<file path="src/rtl/csr_pkg.sv">
// Shared definitions for the CSR sequencer: CSR addresses, funct3 encodings,
// trap cause codes, sequencer state encoding and the latched request layout.
// Latency: n/a (package). Backpressure: n/a.
// Build option CSR_EXEC_MTVAL_EN adds the TRAP_TVAL state to the encoding.
package csr_pkg;

   // Machine-mode CSR addresses touched by the sequencer
   localparam logic [11:0] CSR_MSTATUS = 12'h300;
   localparam logic [11:0] CSR_MTVEC   = 12'h305;
   localparam logic [11:0] CSR_MEPC    = 12'h341;
   localparam logic [11:0] CSR_MCAUSE  = 12'h342;
   localparam logic [11:0] CSR_MTVAL   = 12'h343;

   // SYSTEM-opcode funct3 encodings; bit 2 selects the immediate (zimm) form
   localparam logic [2:0] F3_PRIV   = 3'b000;
   localparam logic [2:0] F3_CSRRW  = 3'b001;
   localparam logic [2:0] F3_CSRRS  = 3'b010;
   localparam logic [2:0] F3_CSRRC  = 3'b011;
   localparam logic [2:0] F3_RSVD   = 3'b100;
   localparam logic [2:0] F3_CSRRWI = 3'b101;
   localparam logic [2:0] F3_CSRRSI = 3'b110;
   localparam logic [2:0] F3_CSRRCI = 3'b111;

   // Exception cause codes (interrupt bit is always 0 here)
   localparam logic [4:0] CAUSE_ECALL  = 5'd11;
   localparam logic [4:0] CAUSE_EBREAK = 5'd3;

   typedef enum logic [3:0] {
      ST_IDLE,
      ST_CSR_RD,
      ST_CSR_WR,
      ST_TRAP_EPC,
      ST_TRAP_CAUSE,
`ifdef CSR_EXEC_MTVAL_EN
      ST_TRAP_TVAL,
`endif
      ST_TRAP_VEC,
      ST_MRET_RD,
      ST_DONE
   } state_e;

   typedef enum logic [1:0] {
      OP_CSR,
      OP_ECALL,
      OP_EBREAK,
      OP_MRET
   } op_e;

   // Control fields of an accepted request (data fields are XLEN-sized and
   // kept in the top level)
   typedef struct packed {
      op_e        op;
      logic [2:0] funct3;
      logic [11:0] addr;
      logic [4:0] rs1;
      logic [4:0] rd;
   } req_t;

   // funct3 values 000 and 100 carry no CSR access
   function automatic logic f3_has_access(input logic [2:0] f3);
      return (f3[1:0] != 2'b00);
   endfunction

endpackage

</file>
<file path="src/rtl/csr_alu.sv">
// CSR read-modify-write datapath: computes the new CSR value from old and src.
// Latency: combinational. Backpressure: none.
// Ports: funct3/rs1 (op + rs1 index for suppression), old_val, src -> new_val,
//        wr_suppress (S/C forms with rs1 index 0, or a non-access funct3).
module csr_alu
   import csr_pkg::*;
#(
   parameter int XLEN = 32
) (
   input  logic [2:0]      funct3,
   input  logic [4:0]      rs1,
   input  logic [XLEN-1:0] old_val,
   input  logic [XLEN-1:0] src,
   output logic [XLEN-1:0] new_val,
   output logic            wr_suppress
);

   always_comb begin
      new_val     = old_val;
      wr_suppress = 1'b0;
      case (funct3)
         F3_CSRRW, F3_CSRRWI: new_val = src;
         F3_CSRRS, F3_CSRRSI: begin
            new_val     = old_val | src;
            // rs1 index 0 means "read only": the CSR must not be written
            wr_suppress = (rs1 == 5'd0);
         end
         F3_CSRRC, F3_CSRRCI: begin
            new_val     = old_val & ~src;
            wr_suppress = (rs1 == 5'd0);
         end
         default: wr_suppress = 1'b1;
      endcase
   end

endmodule

</file>
<file path="src/rtl/csr_exec.sv">
// CSR sequencer: turns one CSR op / ECALL / EBREAK / MRET into CSR-file reads+writes.
// Latency accept->o_done: CSR op 3, trap 4 (5 with MTVAL), MRET 2, no-access funct3 1.
// Backpressure: o_ready only in IDLE; i_valid while busy is ignored (upstream holds).
// Ports: request (i_valid/o_ready, funct3, csr_addr, rs1, rd, rs1_data, pc, system
//        flags), CSR-file port (ren/wr_en/addr/wdata, combinational rdata),
//        completion (o_done, rd write-back, PC redirect), trap-state indicators.
// Build option CSR_EXEC_MTVAL_EN: trap entry also writes MTVAL (pc for ebreak, 0 for ecall).
module csr_exec
   import csr_pkg::*;
#(
   parameter int XLEN = 32
) (
   input  logic            clk,
   input  logic            rst,
   input  logic            i_valid,
   output logic            o_ready,
   input  logic [2:0]      i_funct3,
   input  logic [11:0]     i_csr_addr,
   input  logic [4:0]      i_rs1,
   input  logic [4:0]      i_rd,
   input  logic [XLEN-1:0] i_rs1_data,
   input  logic [XLEN-1:0] i_pc,
   input  logic            i_is_ecall,
   input  logic            i_is_ebreak,
   input  logic            i_is_mret,
   output logic            o_csr_ren,
   output logic            o_csr_wr_en,
   output logic [11:0]     o_csr_addr,
   output logic [XLEN-1:0] o_csr_wdata,
   input  logic [XLEN-1:0] i_csr_rdata,
   output logic            o_trap_ecall,
   output logic            o_trap_ebreak,
   output logic            o_done,
   output logic            o_rd_wr_en,
   output logic [XLEN-1:0] o_rd_data,
   output logic            o_redirect,
   output logic [XLEN-1:0] o_redirect_pc
);

   localparam logic [XLEN-1:0] ALIGN_MASK = ~(XLEN'(3));

   state_e          state_q, state_d;
   req_t            req_q;
   op_e             op_in;
   logic [XLEN-1:0] rs1_data_q;
   logic [XLEN-1:0] pc_q;
   logic [XLEN-1:0] old_q;
   logic [XLEN-1:0] redir_q;
   logic [XLEN-1:0] src;
   logic [XLEN-1:0] new_val;
   logic            wr_suppress;
   logic            rd_skip;
   logic            accept;

   assign accept = i_valid && (state_q == ST_IDLE);

   // System-op priority: ecall > ebreak > mret > CSR op
   always_comb begin
      op_in = OP_CSR;
      if (i_is_ecall)       op_in = OP_ECALL;
      else if (i_is_ebreak) op_in = OP_EBREAK;
      else if (i_is_mret)   op_in = OP_MRET;
   end

   // Immediate forms use the zero-extended rs1 field as the operand
   assign src = req_q.funct3[2] ? XLEN'(req_q.rs1) : rs1_data_q;

   // CSRRW/CSRRWI with rd==0 must not read (avoids read side effects)
   assign rd_skip = (req_q.funct3[1:0] == 2'b01) && (req_q.rd == 5'd0);

   csr_alu #(.XLEN(XLEN)) u_alu (
      .funct3      (req_q.funct3),
      .rs1         (req_q.rs1),
      .old_val     (old_q),
      .src         (src),
      .new_val     (new_val),
      .wr_suppress (wr_suppress)
   );

   always_ff @(posedge clk or posedge rst) begin
      if (rst) begin
         state_q    <= ST_IDLE;
         req_q      <= '0;
         rs1_data_q <= '0;
         pc_q       <= '0;
         old_q      <= '0;
         redir_q    <= '0;
      end else begin
         state_q <= state_d;
         if (accept) begin
            req_q.op     <= op_in;
            req_q.funct3 <= i_funct3;
            req_q.addr   <= i_csr_addr;
            req_q.rs1    <= i_rs1;
            req_q.rd     <= i_rd;
            rs1_data_q   <= i_rs1_data;
            pc_q         <= i_pc;
            old_q        <= '0;
            redir_q      <= '0;
         end
         // An unread CSR leaves the old value at 0 (it is never written back to rd)
         if (state_q == ST_CSR_RD)
            old_q <= o_csr_ren ? i_csr_rdata : '0;
         // Direct mode only: the MTVEC mode bits are dropped
         if (state_q == ST_TRAP_VEC)
            redir_q <= i_csr_rdata & ALIGN_MASK;
         if (state_q == ST_MRET_RD)
            redir_q <= i_csr_rdata;
      end
   end

   always_comb begin
      state_d       = state_q;
      o_ready       = 1'b0;
      o_csr_ren     = 1'b0;
      o_csr_wr_en   = 1'b0;
      o_csr_addr    = '0;
      o_csr_wdata   = '0;
      o_trap_ecall  = 1'b0;
      o_trap_ebreak = 1'b0;
      o_done        = 1'b0;
      o_rd_wr_en    = 1'b0;
      o_rd_data     = '0;
      o_redirect    = 1'b0;
      o_redirect_pc = '0;

      case (state_q)
         ST_IDLE: begin
            o_ready = 1'b1;
            if (i_valid) begin
               case (op_in)
                  OP_ECALL, OP_EBREAK: state_d = ST_TRAP_EPC;
                  OP_MRET:             state_d = ST_MRET_RD;
                  default:             state_d = f3_has_access(i_funct3) ? ST_CSR_RD : ST_DONE;
               endcase
            end
         end

         ST_CSR_RD: begin
            if (!rd_skip) begin
               o_csr_ren  = 1'b1;
               o_csr_addr = req_q.addr;
            end
            state_d = ST_CSR_WR;
         end

         ST_CSR_WR: begin
            if (!wr_suppress) begin
               o_csr_wr_en = 1'b1;
               o_csr_addr  = req_q.addr;
               o_csr_wdata = new_val;
            end
            state_d = ST_DONE;
         end

         ST_TRAP_EPC: begin
            o_trap_ecall  = (req_q.op == OP_ECALL);
            o_trap_ebreak = (req_q.op == OP_EBREAK);
            o_csr_wr_en   = 1'b1;
            o_csr_addr    = CSR_MEPC;
            o_csr_wdata   = pc_q & ALIGN_MASK;
            state_d       = ST_TRAP_CAUSE;
         end

         ST_TRAP_CAUSE: begin
            o_trap_ecall  = (req_q.op == OP_ECALL);
            o_trap_ebreak = (req_q.op == OP_EBREAK);
            o_csr_wr_en   = 1'b1;
            o_csr_addr    = CSR_MCAUSE;
            o_csr_wdata   = (req_q.op == OP_ECALL) ? XLEN'(CAUSE_ECALL) : XLEN'(CAUSE_EBREAK);
`ifdef CSR_EXEC_MTVAL_EN
            state_d       = ST_TRAP_TVAL;
`else
            state_d       = ST_TRAP_VEC;
`endif
         end

`ifdef CSR_EXEC_MTVAL_EN
         ST_TRAP_TVAL: begin
            o_trap_ecall  = (req_q.op == OP_ECALL);
            o_trap_ebreak = (req_q.op == OP_EBREAK);
            o_csr_wr_en   = 1'b1;
            o_csr_addr    = CSR_MTVAL;
            o_csr_wdata   = (req_q.op == OP_EBREAK) ? pc_q : '0;
            state_d       = ST_TRAP_VEC;
         end
`endif

         ST_TRAP_VEC: begin
            o_trap_ecall  = (req_q.op == OP_ECALL);
            o_trap_ebreak = (req_q.op == OP_EBREAK);
            o_csr_ren     = 1'b1;
            o_csr_addr    = CSR_MTVEC;
            state_d       = ST_DONE;
         end

         ST_MRET_RD: begin
            o_csr_ren  = 1'b1;
            o_csr_addr = CSR_MEPC;
            state_d    = ST_DONE;
         end

         ST_DONE: begin
            o_done  = 1'b1;
            state_d = ST_IDLE;
            if (req_q.op == OP_CSR) begin
               o_rd_wr_en = f3_has_access(req_q.funct3) && (req_q.rd != 5'd0);
               o_rd_data  = old_q;
            end else begin
               o_redirect    = 1'b1;
               o_redirect_pc = redir_q;
            end
         end

         default: state_d = ST_IDLE;
      endcase
   end

endmodule
</file>
<file path="config.mk">
export PLATFORM = sky130hd
export DESIGN_NAME = csr_exec
export DESIGN_NICKNAME = d
export VERILOG_FILES = /design/src/rtl/csr_pkg.sv /design/src/rtl/csr_alu.sv /design/src/rtl/csr_exec.sv
export SDC_FILE = /design/constraint.sdc
export NUM_CORES = 1
export LEC_CHECK = 0
export ABC_AREA = 1
export CORE_MARGIN = 4
export CORE_UTILIZATION = 30
export DETAILED_ROUTE_END_ITERATION = 7
export PLACE_DENSITY = 0.61
export SLEW_MARGIN = 25
export SYNTH_ARGS = -nofsm -noshare
export SYNTH_HDL_FRONTEND = slang
export SYNTH_SLANG_ARGS = --single-unit
export TNS_END_PERCENT = 5
</file>
<file path="constraint.sdc">
create_clock -name clk -period 6.5 [get_ports clk]
set_clock_uncertainty 0.05 [all_clocks]
set_input_delay 1.3 -clock clk [delete_from_list [all_inputs] [get_ports clk]]
set_output_delay 1.3 -clock clk [all_outputs]
set_load 0.1 [all_outputs]
</file>
Word level (Yosys, flattened, before mapping)
Cells that the tools add are included.
Word-level totals
  RAM bits: 0
  latch bits: 0
  memories kept: 0
  memory bits (read-only): 0
  register bits after elaboration: 159
  output and inout bits: 116
  input port bits: 127
  logic and storage cells: 92
Operators by class
  bitwise operators: 3
  equality and inequality tests: 20
  $mul: 0
  multiplexer cells: 37
  reductions and logical operators: 22
  $lt $le $gt $ge: 0
  divide/modulo/power cells: 0
  add/sub/neg operators: 0
  shifts and indexed selects: 0
Operators by type and width (count)
  32-bit two-way mux: 11
  32-bit one-hot mux with 3 select lines: 2
  12-bit one-hot mux with 5 select lines: 1
  32-bit AND: 1
  32-bit inverter: 1
  32-bit bitwise OR: 1
  12-bit two-way mux: 2
  4-bit one-hot mux with 5 select lines: 1
  4-bit by 3-bit equality test with 1-bit output (second input constant): 4
  2-bit OR reduction: 7
  5-bit zero test: 2
  1-bit two-way mux: 10
  3-bit equality test (second input constant): 3
  4-bit by 2-bit equality test with 1-bit output (second input constant): 2
  4-bit two-way mux: 2
  2-bit by 1-bit equality test with 1-bit output (second input constant): 3
  2-bit equality test (second input constant): 3
  3-bit by 2-bit equality test with 1-bit output (second input constant): 2
  2-bit two-way mux: 3
  1-bit one-hot mux with 2 select lines: 3
  3-bit one-hot mux with 2 select lines: 1
  2-bit nonzero test: 3
  3-bit OR reduction: 2
  5-bit nonzero test: 1
  9 further kinds: 11

Depth between registers and ports, before layout
  depth in word-level cells: 8
  depth in mapped cells: 9
  gate-level depth less buffers: 8

By module
A second synthesis with hierarchy kept.
Second synthesis, totals
  cells, all modules: 1196
  area total of the unflattened synthesis: 8384.3 um^2
By module, submodules not included
  csr_exec: cells an instance 981, instances 1, area each 7349.5 um^2, sequential area each 3903.7 um^2
  csr_alu: cells an instance 215, instances 1, area each 1034.7 um^2, sequential area each 0.0 um^2

Least setup slack after synthesis
OpenSTA, ideal clock, no wires.
  path kind: register to output
  from: register state_q[1]
  to: output port o_redirect_pc[10]
  cell stages (with the launch flop): 8
  setup slack: 1.578 ns
  buffers on the path: 1
  required time: 5.150 ns
  arrival: 3.572 ns
  cells stage by stage: dfrtp_1 > nand2_1 > inv_2 > nand2_2 > nor2_1 > inv_2 > buf_2 > nor2_1
Between the ends
  longest elaborated chain between the ends: 2
Ends and longest elaborated chain
  from (decl): line csr_exec.sv:42  | state_e state_q, state_d;
  from (signal assigned): line csr_exec.sv:89  | state_q <= state_d;
  4-bit by 3-bit equality test with 1-bit output: line csr_exec.sv:127  | case (state_q)
  32-bit two-way mux: line csr_exec.sv:127
  to (decl): line csr_exec.sv:37  | output logic [XLEN-1:0] o_redirect_pc
Every way passes these cells.

Worst setup path in the final report
  from: register state_q[2]
  to: output port o_csr_ren
Between the ends
  longest elaborated chain between the ends: 3
Ends and longest elaborated chain
  4-bit by 3-bit equality test with 1-bit output: line csr_exec.sv:127
  2-bit OR reduction (no source line)
  1-bit one-hot mux with 2 select lines *: line csr_exec.sv:127
  to (decl): line csr_exec.sv:26  | output logic o_csr_ren,
Mark *: on every way between the ends. The rest lies on a longest branch, timed or not.

==> metrics.md <==
| Metric | Value |
|---|---|
| Non-Filler Instances | `1697` |
| Crit end category | `output port` |
| Ranking of synthesized cells by area | `dfrtp_1 (49%), nand2_1 (24%), inv_1 (5.6%)` |
| Mean Syn Cell Area | `6.98 µm²` |
| Clock Tree Buf Depth | `2` |
| FF-to-FF setup slack | `3980 ps` |
| TritonCTS Buffers | `17` |
| Post-CTS Hold Fix Bufs | `0` |
| Vias | `7510` |
| CP endpoint | `o_csr_ren` |
| DR WL/cell | `15.6 µm` |
| CP Data Required Time | `5150 ps` |
| Gr usage total | `0.178` |
| Inst Count DP | `1664` |
| Cell area after placement | `10500 µm²` |
| Buf/Inv on CP | `2` |
| Routed Antenna Nets | `0` |
| Die area | `29200 µm²` |
| Clock sinks | `156` |
| Yosys top cell area share | `0.490` |
| Critical R2R Launch | `state_q[0]$_DFFE_PP0P_` |
| Root buf cell | `clkbuf_16` |
| Hold WC Path Type | `flop to flop` |
| DP Wirelength | `18900 µm` |
| Height of the die | `171 µm` |
| Hold Violations, Final | `0` |
| Fmax | `0.201 GHz` |
| Worst stage delay on the critical path | `1280 ps` |
| Status | `finished, final reports clean` |
| Synth warn | `0` |
| Area Growth Syn to Fin | `38.8%` |
| Share of layout cells above drive strength 1 | `0.0456` |
| DRT Pass-1 Iters | `7` |
| Worst Reg-to-Reg Cells | `7` |
| PortBufs | `240` |
| Row Count | `59` |
| Adder-cell share of the synthesized area | `0` |
| Setup repair after global routing missed its margin | `false` |
| CP Depth | `5` |
| Top Ports | `243` |
| Final net count | `1475` |
| Max VDD drop | `0.254 mV` |
| Multiplexer area fraction after synthesis | `0` |
| Design area | `11100 µm²` |
| GPL Wtd Cong | `0.865` |
| CTS tree | `yes` |
| Register Area | `3900 µm²` |
| Relative slew slack | `0.277` |
| H-tree levels | `4` |
| Classification of the worst setup path | `flop to output port` |
| Leak Pwr | `0.00544 µW` |
| Core footprint | `26100 µm²` |
| Initial Util | `0.305` |
| Crit path DAT | `3640 ps` |
| Largest family of logic cells by synthesized area | `simple AND/OR/NAND/NOR gates` |
| Die width | `171 µm` |
| Drt via density | `4.43` |
| Wire length of the first global-routing pass | `40900 µm` |
| Area fraction in and, or, nand and nor cells after synthesis | `0.339` |
| Clock Latency Late Sink | `420 ps` |
| Fin Setup TNS | `0 ps` |
| Synth Register Bits | `156` |
| Mapped Cells | `1142` |
| Number of gates resized after cts | `0` |
| Critical Path Source | `state_q[2]$_DFFE_PP0P_` |
| Worst hold margin | `427 ps` |
| Global route overflow | `0` |
| CP Cell Sequence | `nand3_1 > nand2_1 > inv_2 > nand2_2 > clkdlybuf4s50_1` |
| Initial antenna violation count | `1` |
| Routed Wire Length | `26400 µm` |
| Post-CTS Setup Bufs | `0` |
| Largest net degree at the start of global routing | `79` |
| Sequential fraction of the synthesis area | `0.490` |
| Post-synth top area cell | `dfrtp_1` |
| Slew @ Worst Pin | `1080 ps` |
| Crit path launch type | `flop` |
| Critical path's slowest cell | `clkdlybuf4s50_1` |
| Worst-path fanout max | `33` |
| Period utilization | `0.767` |
| Largest delay contributor family on the critical path | `buffers and inverters` |
| Reg clk slew, reported paths | `60 ps` |
| Synthesized net count | `1269` |
| Vias in the first global route | `7355` |
| Setup violations, final | `0` |
| Initial DRC Count | `524` |
| Worst flop-to-flop path endpoint | `redir_q[1]$_DFFE_PP0P_` |
| Post-synthesis xor/xnor area fraction | `0` |
| Multi-input logic area | `3270 µm²` |
| Slew Viols, Final | `0` |
| Final min period | `4990 ps` |
| Complex-gate fraction of the synthesized area | `0.0702` |
| Power Density | `529 nW/µm²` |
| Unique cell type count in the Yosys netlist | `23` |
| Fillcell total | `2716` |
| Synthesized area | `7970 µm²` |
| DRC errors left | `0` |
| Max_cap viols | `0` |
-- sequential cells by signal (all words and copies together) (netlist names) --
name,cells
redir_q,32
state_q,3
pc_q,30
old_q,32
req_q,27
rs1_data_q,32
-- worst min path at each step --
| stage | startpoint | depth (start not counted) | endpoint | slack (ps) |
|---|---|---|---|---|
| after global placement | rs1_data_q[18]$_DFFE_PP0P_ | 2 | rs1_data_q[18]$_DFFE_PP0P_ | 410 |
| after floorplan | old_q[10]$_DFFE_PP0P_ | 2 | old_q[10]$_DFFE_PP0P_ | 400 |
| after global routing | rs1_data_q[5]$_DFFE_PP0P_ | 2 | rs1_data_q[5]$_DFFE_PP0P_ | 440 |
| after detailed placement | old_q[7]$_DFFE_PP0P_ | 2 | old_q[7]$_DFFE_PP0P_ | 410 |
| final | rs1_data_q[18]$_DFFE_PP0P_ | 2 | rs1_data_q[18]$_DFFE_PP0P_ | 430 |
| after CTS | rs1_data_q[20]$_DFFE_PP0P_ | 2 | rs1_data_q[20]$_DFFE_PP0P_ | 430 |
-- logic make-up (layout without fill, tap and decap cells) --
kind of cell,count (synthesis),count (layout)
AOI/OAI and AO/OA,103,103
DFF,156,156
and+or+nand+nor,696,696
other,0,2
buffers and inverters,187,405
-- cell usage in the layout (no fill, tap or decap), drive strengths merged --
master	instances
a31oi	1
nand3	16
a21boi	1
a21oi	2
nor3	30
o21ai	67
nand2	524
clkinv	7
clkdlybuf4s50	240
nor2	125
dfrtp	156
inv	126
diode	2
clkbuf	20
nand4	1
buf	7
clkinvlp	5
o22ai	32
-- worst reg2reg max path: stages, from the launching register on --
cell and delay [ps]:
dfrtp_1 430, inv_2 90, nand2_2 90, nor2_4 50, nand2_2 90, buf_4 650, nand2_2 670, o22ai_1 300
-- metrics by stage --
| stage | worst slack, ps | utilization | power (µW) |
|---|---|---|---|
| 6_report | 1510 | 0.424 | 5860 |
| 2_1_floorplan | 943 | - | 4170 |
| 3_5_place_dp | 1910 | 0.403 | 4950 |
| 5_1_grt | 1280 | 0.423 | 6230 |
| 4_1_cts | 1450 | 0.423 | 5890 |
| 3_3_place_gp | 1900 | 0.403 | 4930 |
-- synthesized netlist by cell type (all sizes together) --
cell type  instances
nor3              30
o21ai             67
nand2            524
buf               43
a21oi              2
dfrtp            156
a31oi              1
nand4              1
o22ai             32
inv              127
nand3             16
nor2             125
a21boi             1
clkbuf            17
-- report_power, final --
group	internal [µW]	switching (µW)	total, µW
clock	504	409	912
sequential	1380	217	1590
combinational	786	2560	3350
-- final cells by class --
type,count,share of cell area
multi-input combinational,799,0.296
inverter,127,0.0436
sequential,156,0.353
timing repair buffer,247,0.222
clock inverter,11,0.00644
clock buffer,20,0.0413
tap,335,0.0379
antenna,2,0.000452
-- metal layers --
layer | GRT usage | part of all wire
met2 | 0.273 | 0.46
met5 | 0 | 0
met3 | 0.0307 | 0.050
met4 | 0.0620 | 0.020
met1 | 0.256 | 0.47
No activity file was read; power rests on OpenSTA's default activity.
